===== src/rtl/ram_port_arbiter.sv =====
// rtl/ram_port_arbiter.sv - round-robin arbiter granting a registered single-port RAM to three request/ack clients
module ram_port_arbiter #(
    parameter int DATA_W     = 8,
    parameter int ADDR_W     = 8,
    parameter int RD_LATENCY = 1
) (
    input  logic              clk,
    input  logic              rst_n,
    input  logic              req_1,
    input  logic              req_2,
    input  logic              req_3,
    input  logic              we_1,
    input  logic              we_2,
    input  logic              we_3,
    input  logic [ADDR_W-1:0] addr_1,
    input  logic [ADDR_W-1:0] addr_2,
    input  logic [ADDR_W-1:0] addr_3,
    input  logic [DATA_W-1:0] wdata_1,
    input  logic [DATA_W-1:0] wdata_2,
    input  logic [DATA_W-1:0] wdata_3,
    output logic              ack_1,
    output logic              ack_2,
    output logic              ack_3,
    output logic [DATA_W-1:0] rdata_1,
    output logic [DATA_W-1:0] rdata_2,
    output logic [DATA_W-1:0] rdata_3,
    output logic [ADDR_W-1:0] ram_address,
    output logic [DATA_W-1:0] ram_data,
    output logic              ram_wren,
    input  logic [DATA_W-1:0] ram_q,
    output logic [1:0]        grant,
    output logic              busy
);
    typedef enum logic [1:0] {IDLE = 2'd0, ISSUE = 2'd1, WAIT = 2'd2, ACK = 2'd3} state_t;

    localparam logic [2:0] LAT = 3'(RD_LATENCY);

    state_t            state_q, state_d;
    logic [1:0]        grant_q, grant_d, last_q, last_d, winner;
    logic [2:0]        cnt_q, cnt_d;
    logic              busy_q, busy_d, wren_q, wren_d;
    logic [3:1]        req_v, ack_q, ack_d, grant_oh;
    logic [ADDR_W-1:0] addr_q, addr_d;
    logic [DATA_W-1:0] data_q, data_d;
    logic [DATA_W-1:0] rdata1_q, rdata1_d, rdata2_q, rdata2_d, rdata3_q, rdata3_d;

    assign req_v = {req_3, req_2, req_1};

    // Search starts at the client after the last winner, wrapping 3 -> 1.
    always_comb begin
        winner = 2'd0;
        case (last_q)
            2'd1: begin
                if (req_v[2])      winner = 2'd2;
                else if (req_v[3]) winner = 2'd3;
                else if (req_v[1]) winner = 2'd1;
            end
            2'd2: begin
                if (req_v[3])      winner = 2'd3;
                else if (req_v[1]) winner = 2'd1;
                else if (req_v[2]) winner = 2'd2;
            end
            default: begin
                if (req_v[1])      winner = 2'd1;
                else if (req_v[2]) winner = 2'd2;
                else if (req_v[3]) winner = 2'd3;
            end
        endcase
    end

    always_comb begin
        case (grant_q)
            2'd1:    grant_oh = 3'b001;
            2'd2:    grant_oh = 3'b010;
            2'd3:    grant_oh = 3'b100;
            default: grant_oh = 3'b000;
        endcase
    end

    always_ff @(posedge clk or negedge rst_n) begin
        if (!rst_n) state_q <= IDLE;
        else        state_q <= state_d;
    end

    always_comb begin
        state_d = state_q;
        case (state_q)
            IDLE:    if (winner != 2'd0) state_d = ISSUE;
            ISSUE:   state_d = wren_q ? ACK : WAIT;
            WAIT:    if (cnt_q == 3'd1) state_d = ACK;
            default: state_d = IDLE;
        endcase
    end

    always_comb begin
        grant_d  = grant_q;
        last_d   = last_q;
        cnt_d    = cnt_q;
        addr_d   = addr_q;
        data_d   = data_q;
        wren_d   = 1'b0;
        ack_d    = 3'b000;
        rdata1_d = rdata1_q;
        rdata2_d = rdata2_q;
        rdata3_d = rdata3_q;
        busy_d   = (state_d != IDLE);
        case (state_q)
            IDLE: begin
                grant_d = winner;
                if (winner != 2'd0) last_d = winner;
                case (winner)
                    2'd1:    begin addr_d = addr_1; data_d = wdata_1; wren_d = we_1; end
                    2'd2:    begin addr_d = addr_2; data_d = wdata_2; wren_d = we_2; end
                    2'd3:    begin addr_d = addr_3; data_d = wdata_3; wren_d = we_3; end
                    default: ;
                endcase
            end
            ISSUE: begin
                if (wren_q) ack_d = grant_oh;
                else        cnt_d = LAT;
            end
            WAIT: begin
                if (cnt_q == 3'd1) begin
                    ack_d = grant_oh;
                    if (grant_q == 2'd1) rdata1_d = ram_q;
                    if (grant_q == 2'd2) rdata2_d = ram_q;
                    if (grant_q == 2'd3) rdata3_d = ram_q;
                end else begin
                    cnt_d = cnt_q - 3'd1;
                end
            end
            default: grant_d = 2'd0;
        endcase
    end

    always_ff @(posedge clk or negedge rst_n) begin
        if (!rst_n) begin
            grant_q  <= 2'd0;
            last_q   <= 2'd3;
            cnt_q    <= 3'd0;
            busy_q   <= 1'b0;
            wren_q   <= 1'b0;
            ack_q    <= 3'b000;
            addr_q   <= '0;
            data_q   <= '0;
            rdata1_q <= '0;
            rdata2_q <= '0;
            rdata3_q <= '0;
        end else begin
            grant_q  <= grant_d;
            last_q   <= last_d;
            cnt_q    <= cnt_d;
            busy_q   <= busy_d;
            wren_q   <= wren_d;
            ack_q    <= ack_d;
            addr_q   <= addr_d;
            data_q   <= data_d;
            rdata1_q <= rdata1_d;
            rdata2_q <= rdata2_d;
            rdata3_q <= rdata3_d;
        end
    end

    assign ack_1       = ack_q[1];
    assign ack_2       = ack_q[2];
    assign ack_3       = ack_q[3];
    assign rdata_1     = rdata1_q;
    assign rdata_2     = rdata2_q;
    assign rdata_3     = rdata3_q;
    assign ram_address = addr_q;
    assign ram_data    = data_q;
    assign ram_wren    = wren_q;
    assign grant       = grant_q;
    assign busy        = busy_q;
endmodule

===== config.mk =====
export PLATFORM = sky130hd
export DESIGN_NAME = ram_port_arbiter
export DESIGN_NICKNAME = d
export VERILOG_FILES = /design/src/rtl/ram_port_arbiter.sv
export SDC_FILE = /design/constraint.sdc
export NUM_CORES = 1
export LEC_CHECK = 0
export CORE_UTILIZATION = 30
export DETAILED_ROUTE_END_ITERATION = 12
export MAX_ROUTING_LAYER = met4
export PLACE_DENSITY = 0.68
export REMOVE_ABC_BUFFERS = 1
export SYNTH_ARGS = -nofsm -noshare
export SYNTH_HDL_FRONTEND = slang
export SYNTH_SLANG_ARGS = --single-unit
export TNS_END_PERCENT = 20

===== constraint.sdc =====
create_clock -name clk -period 6.42 [get_ports clk]
set_clock_uncertainty 0.1 [all_clocks]
set_input_delay 1.605 -clock clk [delete_from_list [all_inputs] [get_ports clk]]
set_output_delay 1.605 -clock clk [all_outputs]
set_load 0.03 [all_outputs]

Word-level counts from Yosys, hierarchy flattened
Cells that the tools add are included.
Widths: inputs -> output; s select.
{"block": "word_totals", "ff_bits": 54, "out_inout_bits": 47, "wordCells": 64}
{"block": "classes", "addsub": 1, "n_eq_ne": 13, "n_mux": 26, "n_reduce_logical": 12}
{"cell": "$pmux 8 s3", "n": 2}
{"cell": "$mux 2", "n": 10}
{"cell": "$eq 2x2->1 const B", "n": 6}
{"cell": "$mux 3", "n": 4}
{"cell": "$pmux 3 s2", "n": 2}
{"cell": "$reduce_and 3->1", "n": 4}
{"cell": "$pmux 3 s3", "n": 1}
{"cell": "$eq 2x1->1 const B", "n": 4}
{"cell": "$pmux 2 s2", "n": 2}
{"cell": "$pmux 2 s3", "n": 1}
{"cell": "$reduce_bool 2->1", "n": 3}
{"cell": "$ne 2x2->1 const B", "n": 2}
{"cell": "$reduce_and 2->1", "n": 2}
{"cell": "$eq 3x1->1 const B", "n": 1}
{"cell": "$mux 1", "n": 3}
{"cell": "$pmux 1 s3", "n": 1}
{"cell": "$reduce_bool 3->1", "n": 1}
{"cell": "$sub 3x1->3 const B", "n": 1}
{"cell": "$logic_not 2->1", "n": 1}
{"cell": "$reduce_or 2->1", "n": 1}

Depth between registers and ports, before layout
Gate-level depths: netlist of the first run.
{"block": "depth", "word_depth": 8, "ltp_mapped": 9, "ltp_nobuf": 7}

Least setup slack after synthesis of the first run
No wires, ideal clock.
{"block": "synth_path", "path_kind": "input -> register", "startpoint": "in req_2", "endpoint": "reg addr_q[1], in the netlist ram_address[1]", "setup_ps": 127, "arrival_ps": 2650, "path_slack_ps": 3543, "path_stages": 6, "path_buffers": 1, "cell_sequence": "a31o_2 > a32oi_1 > o32ai_2 > clkbuf_1 > a222oi_1 > o21ai_1"}
{"block": "synth_between", "elab_chain_cells": 7}
{"element": "start, declared", "line_no": "10", "text": "input logic req_2,"}
{"element": "$mux 2", "line_no": "61", "text": "else if (req_v[2]) winner = 2'd2;"}
{"element": "$mux 2", "line_no": "60", "text": "else if (req_v[1]) winner = 2'd1;"}
{"element": "$mux 2", "line_no": "59", "text": "if (req_v[3]) winner = 2'd3;"}
{"element": "$pmux 2 s2 *", "line_no": "52", "text": "case (last_q)"}
{"element": "$eq 2x2->1 / $eq 2x1->1 (equally long branches)", "line_no": "111", "text": "case (winner)"}
{"element": "$reduce_bool 3->1 (no line)"}
{"element": "$reduce_and 2->1 (no line)"}
{"element": "end signal, assigned", "line_no": "156", "text": "addr_q <= addr_d;"}
{"element": "end, declared", "line_no": "43", "text": "logic [ADDR_W-1:0] addr_q, addr_d;"}
Mark *: on every way between the ends. The rest lies on a longest branch, timed or not.
A chain may end at the register's enable or synchronous reset.

Final worst setup path of the first run
{"block": "layout_path", "startpoint": "in req_3", "endpoint": "reg busy_q, in the netlist busy"}
{"block": "layout_between", "elab_chain_cells": 8}
{"element": "start, declared", "line_no": "11", "text": "input logic req_3,"}
{"element": "$mux 2", "line_no": "66", "text": "else if (req_v[3]) winner = 2'd3;"}
{"element": "$mux 2", "line_no": "65", "text": "else if (req_v[2]) winner = 2'd2;"}
{"element": "$mux 2", "line_no": "64", "text": "if (req_v[1]) winner = 2'd1;"}
{"element": "$pmux 2 s2 *", "line_no": "52"}
{"element": "$reduce_bool 2->1 *", "line_no": "88", "text": "IDLE: if (winner != 2'd0) state_d = ISSUE;"}
{"element": "$mux 2 *", "line_no": "88"}
{"element": "$pmux 2 s3 *", "line_no": "87", "text": "case (state_q)"}
{"element": "named net state_d[0]", "line_no": "38", "text": "state_t state_q, state_d;"}
{"element": "$reduce_bool 2->1 *", "line_no": "106", "text": "busy_d = (state_d != IDLE);"}
{"element": "named net busy_d", "line_no": "41", "text": "logic busy_q, busy_d, wren_q, wren_d;"}
{"element": "end signal, assigned", "line_no": "153", "text": "busy_q <= busy_d;"}
{"element": "end, declared", "line_no": "41"}
Mark *: on every way through the listed nets, which the timed path passes. The rest lies on a longest branch.

==> impl_metrics.toml, run 1 <==
[status]
status = "finished, final reports clean"

[pwr]
p_seq_frac = 0.313
switchingPower_w = 0.000772
switching_share = 0.424
clockPowerShare = 0.122
power.leakage_nw = 1.58
comb_power_share = 0.566
intPower_w = 0.00105
ir_drop_mv = 0.215
powerDensity_nw_per_um2 = 487

[timing]
drv_slew = 0
min_period_ps = 3770
rsz0062_at_grt = "no"
tns_ps = 0
tightest_slew_ps = 1060
setup_viol_count_final = 0
hold_viol = 0
finalWorstSetupSlack_ps = 2650
relSlewSlack = 0.295
clock.fmax_ghz = 0.265
period_share = 0.588

[worst_setup_path]
worstPathRequired_ps = 6510
critPathMaxStageDelay_ps = 590
crit_fanout = 33
crit_arrival_ps = 3870
path_class = "in2reg"
cp_slowest_cell = "a221o_1"
critPathLaunchType = "input port"
critPathCaptureType = "flop"
path_cells = "clkdlybuf4s50_1 > o21bai_1 > a221o_1 > a21o_2 > a31oi_2 > or2_1"

[cells_and_area]
design_area_um2 = 3740
final_net_count = 384
n_antenna_cell = 0
area_delta_synth_final_pct = 52.0
drive_gt1_frac = 0.147
instances_no_fill = 415
utilization = 0.477
nFillCells = 755

[detailed_routing]
dr.pass1.iters = 4
vias_per_cell = 4.87
vias = 2023
routed_wl_mm = 5.96
drc = 0
wl_per_cell_um = 14.4
drt_iter0_markers = 91
postRouteAntennaNets = 0

[clock_tree]
numCtsBuffers = 5
clock_latency_ps = 300
cts_setup_buffers = 0
ctsHoldBuffers = 0
cts_resized = 0
htreeDepth = 2
clk_pin_slew_ps = 100
cts_tree = "done"
cts_buffer_depth = 2
root_buffer = "clkbuf_8"
cts_sinks = 54

[grt]
grt_pass1_wl_mm = 9.89
grt_pass1_vias = 2059
gr-total-overflow = 0
grt_max_degree = 55
antenna_found_initial = 0
track_usage = 0.152

[placed_design]
dp_slack_ps = 2310
dp_cells = 407
dp_hpwl_mm = 4.52
portBuffers = 110
place_congestion = 0.788
placed_area_um2 = 3630

[floorplan]
die_y_um = 92.6
start_util = 0.313
ios = 111
die_w_um = 92.6
coreArea_um2 = 7850
die_area_um2 = 8570
rows = 32

[synthesis]
ys_types = 37
synth-main-ff-cell = "dfrtp_1"
async_flop_share = 1.00
synth-edff-count = 0
syn-instance-count = 201
yosysSeqAreaShare = 0.550
ys.warnings.count = 0
ys_ff_latch = 54
synthesis.area_um2 = 2460
syn_area_per_cell_um2 = 12.2

[job]
maxCapViolCount = 0

[hold_path]
hold_path.class = "reg2reg"
## synthesized netlist by cell type (2+ instances only)
| library cell | n | area (um2) |
|---|---|---|
| dfrtp_1 | 52 | 1300 |
| nand2_1 | 30 | 113 |
| mux2_2 | 24 | 270 |
| a222oi_1 | 16 | 160 |
| o21ai_1 | 16 | 80.1 |
| ha_1 | 8 | 100 |
| inv_1 | 8 | 30.0 |
| o21ai_0 | 7 | 35.0 |
| buf_6 | 3 | 33.8 |
| a21boi_0 | 2 | 15.0 |
| clkbuf_1 | 2 | 7.51 |
| dfstp_2 | 2 | 52.6 |
| mux2i_1 | 2 | 20.0 |
| nor2_1 | 2 | 7.51 |
| nor3b_1 | 2 | 15.0 |
| nor3b_2 | 2 | 25.0 |
| o32ai_2 | 2 | 32.5 |
| or2_2 | 2 | 12.5 |
## path summary, 6_finish.rpt
path,from,to,slack (ps),cells past startpoint
min in group asynchronous,rst_n,ram_wren$_DFF_PN0_,1330,2
max reg2reg,last_q[0]$_DFFE_PN1P_,busy$_DFF_PN0_,3490,7
min reg2reg,last_q[0]$_DFFE_PN1P_,last_q[0]$_DFFE_PN1P_,380,2
min,last_q[0]$_DFFE_PN1P_,last_q[0]$_DFFE_PN1P_,380,2
max,req_3,busy$_DFF_PN0_,2650,6
max in group asynchronous,rst_n,rdata_2[6]$_DFFE_PN0P_,4440,2
## critical path, delay by kind of cell
family | cells | cell delay (ps)
compound gates | 4 | 1520
buf+inv | 1 | 490
simple gates | 1 | 230
## layer usage
metal / vias to the layer above / share of wire / GRT usage
met5: - / 0 / -
li1: 968 / - / -
met2: 94 / 0.48 / 0.249
met4: 0 / 0.014 / 0.0417
met3: 6 / 0.067 / 0.0386
met1: 955 / 0.44 / 0.188
## sequential cells by signal (all words and copies together), names as in the netlist
register and flops:
rdata_2 8, rdata_1 8, busy 1, ack_q 3, rdata_3 8, ram_address 8
state_q 2, ram_data 8, ram_wren 1, grant 2, last_q 2, cnt_q 3
## stage by stage
stage	hold slack [ps]	power, W
6_report	379	0.00182
5_1_grt	409	0.00195
4_1_cts	384	0.00184
3_5_place_dp	374	0.00162
3_3_place_gp	359	0.00159
2_1_floorplan	348	0.00121
## layout make-up
cell class / instances / area (um2) / share of cell area
sequential: 54 / 1350 / 0.362
timing repair buffer: 111 / 1100 / 0.295
multi-input combinational: 131 / 1010 / 0.270
tap: 102 / 128 / 0.0341
clock buffer: 6 / 72.6 / 0.0194
clock inverter: 2 / 37.5 / 0.0100
inverter: 9 / 33.8 / 0.00903
## power by group through the flow
stage                     sequential [W]  combinational (W)  clock [W]
after floorplan                 0.000798           0.000415          0
after global placement          0.000572            0.00101          0
after detailed placement        0.000577            0.00104          0
after CTS                       0.000573            0.00104   0.000230
after global routing            0.000593            0.00111   0.000245
final                           0.000570            0.00103   0.000222
## placed cells by master (no fill, tap or decap), types with 2 or more instances in the layout
cell type	Yosys	final
a21boi_0	2	2
dfstp_2	2	2
clkbuf_8	0	5
mux2i_1	2	2
dfrtp_1	52	52
ha_1	8	8
nand2_1	30	30
o21ai_1	16	16
o21ai_0	7	7
nor3b_1	2	2
or2_2	2	2
mux2_2	24	24
o32ai_2	2	2
nor3b_2	2	2
a222oi_1	16	16
inv_1	8	8
clkdlybuf4s50_1	0	109
nor2_1	2	2
## cell families (layout without fill, tap and decap cells)
family          count (synthesis)  in the layout  synth area share
mux                            26             26             0.118
fa+ha+maj                       8              8            0.0407
flops                          54             54             0.550
compound gates                 53             53             0.166
buf+inv                        16            128            0.0387
simple gates                   44             44            0.0865
No activity file was read; power rests on OpenSTA's default activity.
==> run 2, diff against run 1 <==
==> constraint.sdc (replaced) <==
create_clock -name clk -period 3.6 [get_ports clk]
set_clock_uncertainty 0.1 [all_clocks]
set_input_delay 0.9 -clock clk [delete_from_list [all_inputs] [get_ports clk]]
set_output_delay 0.9 -clock clk [all_outputs]
set_load 0.03 [all_outputs]
==> run 2 against run 1 <==
Compared with the run above:
- global-route usage decreased by 0.17 points
- first-iteration DRC count increased by 16%
- via count about the same
- hold slack better by 7.0 ps
- critical path type unchanged
- die area unchanged
- design area fell by 0.10%
- non-clock buffer count increased by 1
- register-to-register slack lost 2600 ps
- setup slack got worse by 1800 ps
- cell count grew 0.24%
- highest routed layer unchanged
- critical path depth rose by 1
- sequential cell count unchanged
- critical endpoint is now ram_address[2]$_DFFE_PN0P_
==> impl_metrics.toml, run 2 (synthesized netlist as in run 1, its figures left out) <==
[grt]
track_usage = 0.151
antenna_found_initial = 0
grt_pass1_vias = 2094
grt_pass1_wl_mm = 9.80
gr-total-overflow = 0
grt_max_degree = 46

[pwr]
power.leakage_nw = 1.58
comb_power_share = 0.571
p_seq_frac = 0.316
intPower_w = 0.00183
clockPowerShare = 0.113
switchingPower_w = 0.00139
switching_share = 0.431
ir_drop_mv = 0.289
powerDensity_nw_per_um2 = 863
p_total_w = 0.00322

[worst_setup_path]
critPathMaxStageDelay_ps = 610
crit_path_end = "ram_address[2]$_DFFE_PN0P_"
r2r_end = "ram_address[2]$_DFFE_PN0P_"
timing.rr.start = "last_q[0]$_DFFE_PN1P_"
crit_arrival_ps = 2890
crit_fanout = 32
critPathLaunchType = "input port"
worstPathRequired_ps = 3690
rrSetupSlack_ps = 940
path_cells = "clkdlybuf4s50_1 > inv_2 > a221o_1 > a21o_2 > buf_4 > nand2_1 > o21ai_1"
reg2reg_depth = 8
path_class = "in2reg"
cp_slowest_cell = "a221o_1"
cp-startpoint = "req_2"
critPathCaptureType = "flop"

[cells_and_area]
layout_common_cells = "clkdlybuf4s50_1 (109), dfrtp_1 (52), nand2_1 (30)"
final_net_count = 385
n_antenna_cell = 0
design_area_um2 = 3740
final_common_cell = "clkdlybuf4s50_1"
area_delta_synth_final_pct = 51.9
instances_no_fill = 416
drive_gt1_frac = 0.153

[timing]
setup_viol_count_final = 0
hold_viol = 0
tns_ps = 0
rsz0062_at_grt = "no"
relSlewSlack = 0.300
tightest_slew_ps = 1050
min_period_ps = 2800
drv_slew = 0
period_share = 0.777
clock.fmax_ghz = 0.357

[detailed_routing]
vias_per_cell = 4.86
postRouteAntennaNets = 0
dr.pass1.iters = 5
drc = 0
vias = 2022
wl_per_cell_um = 14.3
drt_iter0_markers = 106
routed_wl_mm = 5.95

[clock_tree]
numCtsBuffers = 5
cts_sinks = 54
ctsHoldBuffers = 0
root_buffer = "clkbuf_8"
cts_resized = 0
cts_buffer_depth = 2
cts_tree = "done"
htreeDepth = 2
clk_pin_slew_ps = 100
cts_setup_buffers = 0
clock_latency_ps = 310

[floorplan]
coreArea_um2 = 7850
die_y_um = 92.6
die_area_um2 = 8570
start_util = 0.313
ios = 111
die_w_um = 92.6
rows = 32

[status]
status = "finished, final reports clean"

[placed_design]
portBuffers = 110
dp_hpwl_mm = 4.44
placed_area_um2 = 3640
dp_cells = 408
place_congestion = 0.775

[hold_path]
hold_path.class = "reg2reg"

[job]
maxCapViolCount = 0
run 2: worst min-delay path by stage:
stage | to | cells past startpoint | slack, ps | from
6_report | last_q[0]$_DFFE_PN1P_ | 2 | 390 | last_q[0]$_DFFE_PN1P_
5_1_grt | last_q[1]$_DFFE_PN1P_ | 2 | 400 | last_q[1]$_DFFE_PN1P_
4_1_cts | last_q[1]$_DFFE_PN1P_ | 2 | 390 | last_q[1]$_DFFE_PN1P_
3_5_place_dp | last_q[1]$_DFFE_PN1P_ | 2 | 370 | last_q[1]$_DFFE_PN1P_
3_3_place_gp | last_q[1]$_DFFE_PN1P_ | 2 | 360 | last_q[1]$_DFFE_PN1P_
2_1_floorplan | last_q[1]$_DFFE_PN1P_ | 2 | 350 | last_q[1]$_DFFE_PN1P_
run 2: per-layer routing:
metal,track usage,vias to the layer above,wire length (um)
met2,0.249,99,2780
met1,0.181,945,2670
li1,-,972,-
met5,-,-,0
met3,0.0443,6,441
met4,0.0352,0,58
run 2: critical path, delay by kind of cell:
kind	cells	cell delay [ps]
buf+inv	3	900
compound gates	3	980
simple gates	1	100
run 2: cell type report:
class | count | area, um2
Sequential cell | 54 | 1350
Clock buffer | 6 | 82.6
Timing Repair Buffer | 112 | 1110
Multi-Input combinational cell | 131 | 1010
Fill cell | 746 | 4110
Clock inverter | 2 | 16.3
Tap cell | 102 | 128
Inverter | 9 | 33.8
run 2: power groups by stage:
stage                     clock network [W]  logic [W]  registers (W)
final                              0.000363    0.00184        0.00102
after global placement                    0    0.00182        0.00102
after floorplan                           0   0.000740        0.00142
after detailed placement                  0    0.00186        0.00103
after global routing               0.000408    0.00200        0.00106
after CTS                          0.000380    0.00186        0.00102
run 2: stage by stage:
step	hold slack, ps	utilization	setup slack (ps)
floorplan	348	-	1110
global route	404	0.476	705
detailed placement	371	0.463	450
global placement	360	0.463	566
CTS	387	0.476	808
finish	386	0.476	802
